--- config.mk ---
export PLATFORM = sky130hd
export DESIGN_NAME = egress_arbiter
export DESIGN_NICKNAME = d
export VERILOG_FILES = /design/src/rtl/egress_arbiter.sv
export SDC_FILE = /design/constraint.sdc
export NUM_CORES = 1
export LEC_CHECK = 0
export ABC_AREA = 1
export CORE_AREA = 2 2 65 113
export CTS_CLUSTER_SIZE = 30
export DETAILED_ROUTE_END_ITERATION = 12
export DIE_AREA = 0 0 67 115
export PLACE_DENSITY = 0.78
export RECOVER_POWER = 50
export SLEW_MARGIN = 20
export SYNTH_ARGS = -nofsm -noshare
export SYNTH_HDL_FRONTEND = slang
export SYNTH_SLANG_ARGS = --single-unit
--- constraint.sdc ---
create_clock -name clk -period 2.4 [get_ports clk]
set_clock_uncertainty 0.05 [all_clocks]
set_input_delay 0.48 -clock clk [delete_from_list [all_inputs] [get_ports clk]]
set_output_delay 0.48 -clock clk [all_outputs]
set_load 0.05 [all_outputs]
--- src/rtl/egress_arbiter.sv ---
// egress_arbiter
//   Egress side of the tdest-tagged switch fabric; one instance per physical
//   egress port. Arbitrates NUM_INGRESS ingress streams in round-robin order,
//   one whole frame at a time, and accepts only frames whose tdest equals
//   PORT_ID. Frames pass through a single registered output stage. A frame
//   whose source stalls mid-frame is terminated with an abort beat.
//
// Ports
//   clk, reset        clock, asynchronous active-high reset
//   en                permits new grants (a frame in progress always completes)
//   in_tvalid/tdata/tdest/tlast/tready
//                     per-ingress streams; lane i uses tdata[16i+:16],
//                     tdest[2i+:2]
//   out_tvalid/tdata/tlast/tready
//                     registered egress stream toward the MAC
//   out_tabort        marks an out_tlast beat as closing a truncated frame
//   timeout           one-cycle pulse when a stalled frame is aborted
//   frame_count       frames completed on the output (aborts included), wraps
module egress_arbiter #(
    parameter int unsigned NUM_INGRESS       = 4,
    parameter logic [1:0]  PORT_ID           = 2'd0,
    parameter int unsigned TIMEOUT_CTR_WIDTH = 4,
    parameter int unsigned FRAME_CTR_WIDTH   = 16
) (
    input  logic                        clk,
    input  logic                        reset,
    input  logic                        en,
    input  logic [NUM_INGRESS-1:0]      in_tvalid,
    input  logic [16*NUM_INGRESS-1:0]   in_tdata,
    input  logic [2*NUM_INGRESS-1:0]    in_tdest,
    input  logic [NUM_INGRESS-1:0]      in_tlast,
    output logic [NUM_INGRESS-1:0]      in_tready,
    output logic                        out_tvalid,
    output logic [15:0]                 out_tdata,
    output logic                        out_tlast,
    output logic                        out_tabort,
    input  logic                        out_tready,
    output logic                        timeout,
    output logic [FRAME_CTR_WIDTH-1:0]  frame_count
);

    localparam int unsigned GW = $clog2(NUM_INGRESS);
    // Counter value from which one more idle cycle reaches all-ones.
    localparam logic [TIMEOUT_CTR_WIDTH-1:0] STALL_PRE_MAX = ~TIMEOUT_CTR_WIDTH'(1);

    typedef enum logic [1:0] {
        IDLE,
        BUSY,
        ABORT
    } state_t;

    state_t                        state;
    state_t                        next_state;
    logic [GW-1:0]                 grant;
    logic [GW-1:0]                 rr_ptr;
    logic [GW-1:0]                 pick;
    logic [GW-1:0]                 grant_inc;
    logic [TIMEOUT_CTR_WIDTH-1:0]  stall_ctr;
    logic [NUM_INGRESS-1:0]        req;
    logic                          found;
    logic                          stage_free;
    logic                          sel_valid;
    logic                          sel_last;
    logic [15:0]                   sel_data;
    logic                          do_grant;
    logic                          beat;
    logic                          abort_load;
    logic                          to_abort;

    assign stage_free = !out_tvalid || out_tready;
    assign grant_inc  = (grant == GW'(NUM_INGRESS - 1)) ? '0 : grant + 1'b1;

    always_comb begin
        req = '0;
        for (int unsigned i = 0; i < NUM_INGRESS; i++) begin
            req[i] = in_tvalid[i] && (in_tdest[2*i +: 2] == PORT_ID);
        end
    end

    // Round-robin search: first pass covers lanes at or above rr_ptr, the
    // second pass wraps around to the lanes below it.
    always_comb begin
        found = 1'b0;
        pick  = '0;
        for (int unsigned i = 0; i < NUM_INGRESS; i++) begin
            if (!found && req[i] && (GW'(i) >= rr_ptr)) begin
                found = 1'b1;
                pick  = GW'(i);
            end
        end
        for (int unsigned i = 0; i < NUM_INGRESS; i++) begin
            if (!found && req[i] && (GW'(i) < rr_ptr)) begin
                found = 1'b1;
                pick  = GW'(i);
            end
        end
    end

    always_comb begin
        sel_valid = 1'b0;
        sel_last  = 1'b0;
        sel_data  = '0;
        in_tready = '0;
        for (int unsigned i = 0; i < NUM_INGRESS; i++) begin
            if (grant == GW'(i)) begin
                sel_valid    = in_tvalid[i];
                sel_last     = in_tlast[i];
                sel_data     = in_tdata[16*i +: 16];
                in_tready[i] = (state == BUSY) && stage_free;
            end
        end
    end

    always_ff @(posedge clk or posedge reset) begin
        if (reset) begin
            state <= IDLE;
        end else begin
            state <= next_state;
        end
    end

    always_comb begin
        next_state = state;
        do_grant   = 1'b0;
        beat       = 1'b0;
        abort_load = 1'b0;
        to_abort   = 1'b0;
        case (state)
            IDLE: begin
                if (en && found) begin
                    do_grant   = 1'b1;
                    next_state = BUSY;
                end
            end
            BUSY: begin
                if (sel_valid && stage_free) begin
                    beat = 1'b1;
                    if (sel_last) begin
                        next_state = IDLE;
                    end
                end else if (!sel_valid && (stall_ctr == STALL_PRE_MAX)) begin
                    to_abort   = 1'b1;
                    next_state = ABORT;
                end
            end
            ABORT: begin
                if (stage_free) begin
                    abort_load = 1'b1;
                    next_state = IDLE;
                end
            end
            default: next_state = IDLE;
        endcase
    end

    always_ff @(posedge clk or posedge reset) begin
        if (reset) begin
            grant       <= '0;
            rr_ptr      <= '0;
            stall_ctr   <= '0;
            timeout     <= 1'b0;
            out_tvalid  <= 1'b0;
            out_tdata   <= '0;
            out_tlast   <= 1'b0;
            out_tabort  <= 1'b0;
            frame_count <= '0;
        end else begin
            timeout <= to_abort;

            if (do_grant) begin
                grant <= pick;
            end

            if ((beat && sel_last) || abort_load) begin
                rr_ptr <= grant_inc;
            end

            // Backpressure with valid data pending neither counts nor clears.
            if ((state != BUSY) || beat) begin
                stall_ctr <= '0;
            end else if (!sel_valid) begin
                stall_ctr <= stall_ctr + 1'b1;
            end

            if (beat) begin
                out_tvalid <= 1'b1;
                out_tdata  <= sel_data;
                out_tlast  <= sel_last;
                out_tabort <= 1'b0;
            end else if (abort_load) begin
                out_tvalid <= 1'b1;
                out_tdata  <= 16'h0000;
                out_tlast  <= 1'b1;
                out_tabort <= 1'b1;
            end else if (out_tready) begin
                out_tvalid <= 1'b0;
            end

            if (out_tvalid && out_tready && out_tlast) begin
                frame_count <= frame_count + 1'b1;
            end
        end
    end

endmodule

==> results.md <==
- Outcome: finished, final reports clean
- Max Cap Violations: 0
- Worst path cell trace: clkdlybuf4s50_1 > nor2_2 > nor2_2 > inv_1 > nor2_1 > buf_12
- Headroom to the max-slew limit: 0.450
- Pre-CTS WS: 0.0777 ns
- Main flop type after synthesis: dfrtp_1
- Global-route wire length before repair: 12.6 mm
- CTS tree: done
- Final worst slack: 0.0888 ns
- Kind of critical path: in2out
- Fin nets: 578
- DRT Wirelength: 7.82 mm
- Worst EP required: 1.87 ns
- VDD IR max: 0.748 mV
- Synth warn: 0
- Setup crit end kind: primary output
- DRT Pass-1 Iters: 4
- Setup Fix Bufs, Post-CTS: 0
- Sequential share of power: 0.232
- Sw frac: 0.484
- Period utilisation layout: 0.963
- Fin. Hold Viols: 0
- Most used standard cell by instance count after synthesis: nand2_1
- Sequential fraction of the synthesis area: 0.416
- Global route total overflow: 0
- Crit path max-delay cell type: clkdlybuf4s50_1
- I/O Pins: 124
- Iter 0 DRT Violations: 111
- Initial antenna violation count: 0
- Vias in the first global route: 2817
- Vias per cell: 4.95
- Min-delay worst type: reg2reg
- Async S/R FF share, synth: 1.00
- Top cells by area, synth: dfrtp_1 (42%), nand2_1 (14%), o21ai_0 (7.4%)
- H-Tree Depth: 2
- Fin util: 0.630
- Layout cell share with drive strength beyond 1: 0.0922
- Worst EP arrival: 1.78 ns
- Worst skew pair latency: 0.28 ns
- Cts repair resizes: 0
- Layout area overhead: 54.7%
- Clock network fraction of total power: 0.154
- Synth area leader: dfrtp_1
- Global placement routability congestion: 0.885
- Min Tclk post-route: 2.31 ns
- CP most frequent cell: nor2_2
- Synth top cells by count: nand2_1 (105), dfrtp_1 (46), o21ai_0 (41), nand3_1 (37)
- Via count: 2829
- Net Switching: 2.43 mW
- Synthesized Nets: 450
- Achievable Freq: 433 MHz
- Post-cts hold buffer count: 0
- Largest net degree at the start of global routing: 33
- Final Max Tran Viols: 0
- Combinational share of power: 0.613
- Initial core utilization: 0.407
- Leak: 2.06 nW
- Critical path's largest stage delay: 0.52 ns
- IO buf count: 123
- Avg Cell Area, Syn: 7.72 um2
- Internal: 2.59 mW
- Post-synth EDFFs: 0
- Post-Synthesis Cells: 359
- Overall Global Routing Usage: 0.213
- Total core area: 6810 um2
- Total die area: 7710 um2
- Remaining DRCs: 0
- Setup TNS: 0 ns
- Number of synthesized register bits: 46
- Sink Count: 46
- Cell Area, Synth: 2770 um2
- Final ANT Viol Nets: 0
- Worst Tran Pin Value: 0.824 ns
- WL per Instance: 13.7 um
- Yosys cell types: 32
- Final setup violation count: 0
- HPWL after DPL: 6.40 mm
- Chip width: 67 um
- Max clock buf depth: 2
- Top-area cell type share of the netlist area: 0.416
- Worst-path maximum fanout: 4
- Clk slew on worst S/H paths: 0.06 ns
- Unrepaired setup endpoints after global routing: false
- PwrDens: 1170 nW/um2
- CTS Root Buffer Type: clkbuf_16
- Rows: 40
- Antenna cells: 0
- Total CTS buffers: 5
- Die span in y: 115 um
- Worst setup SP type: primary input
## path summary, 6_finish.rpt
| kind | start | endpoint | slack [ns] | cells past startpoint |
|---|---|---|---|---|
| min in group asynchronous | reset | frame_count[1] | 0.74 | 2 |
| max in group asynchronous | reset | frame_count[9] | 0.67 | 3 |
| setup reg to reg | grant[0] | stall_ctr[1] | 0.44 | 12 |
| hold reg to reg | frame_count[15] | frame_count[15] | 0.43 | 1 |
| setup / recovery | out_tready | in_tready[0] | 0.09 | 6 |
| hold / removal | frame_count[15] | frame_count[15] | 0.43 | 1 |
## state kept, by name (all words and copies together), names as in the netlist
signal / flops
frame_count: 16
grant: 2
out_tabort: 1
out_tdata: 16
out_tlast: 1
out_tvalid: 1
rr_ptr: 2
stall_ctr: 4
state: 2
timeout: 1
## layout make-up
type,count,area [um2]
clock buffers,7,133
clock inverters,1,30.0
fillers,620,2520
inverters,24,92.6
multi-input cells,278,1440
flip-flops and latches,46,1150
well taps,84,105
repair buffers,132,1330
## layout by cell type, fill, tap and decap left out, drive strengths merged
master	instances
nand2	118
clkdlybuf4s50	117
o21ai	50
dfrtp	46
nand3	39
nor2	29
inv	24
xor2	12
buf	11
clkbuf	9
nand4	7
ha	7
xnor2	5
a21oi	3
or2	2
nor3	2
dlygate4sd3	2
o22ai	1
nand3b	1
and3	1
mux2	1
bufinv	1
## per-layer routing
metal	up-vias	global-route usage	part of all wire
met5	-	0	0
met3	14	0.0264	0.046
met4	0	0.0966	0.028
met1	1301	0.226	0.36
met2	87	0.402	0.57
li1	1427	-	-
## power by group through the flow
stage / logic [mW] / clock network [mW] / registers [mW]
floorplan: 1.64 / 0 / 1.67
global placement: 3.03 / 0 / 1.17
detailed placement: 3.12 / 0 / 1.18
CTS: 3.14 / 0.784 / 1.17
global route: 3.40 / 0.814 / 1.19
finish: 3.08 / 0.776 / 1.17
## cells by family (layout without fill, tap and decap cells)
group,Yosys count,in the layout,synth area share
AND/OR/NAND/NOR,199,199,0.330
AO/OA/AOI/OAI,54,54,0.109
flip-flops,46,46,0.416
buffers and inverters,35,164,0.0560
XOR/XNOR,17,17,0.0537
adder cells (fa/ha/maj),7,7,0.0316
multiplexers,1,1,0.00406
## worst max-delay path, delay by kind of cell
kind / cells / cell delay, ns
buf+inv: 3 / 0.83
simple gates: 3 / 0.47
## per-stage QoR
step	power [mW]	cell area, um2	cells	hold WS, ns
CTS	5.09	4310	572	0.440
global route	5.40	4290	572	0.454
detailed placement	4.30	4150	564	0.423
global placement	4.21	4150	564	0.414
floorplan	3.31	2770	359	0.415
finish	5.03	4290	572	0.429
No activity file was read; power rests on OpenSTA's default activity.
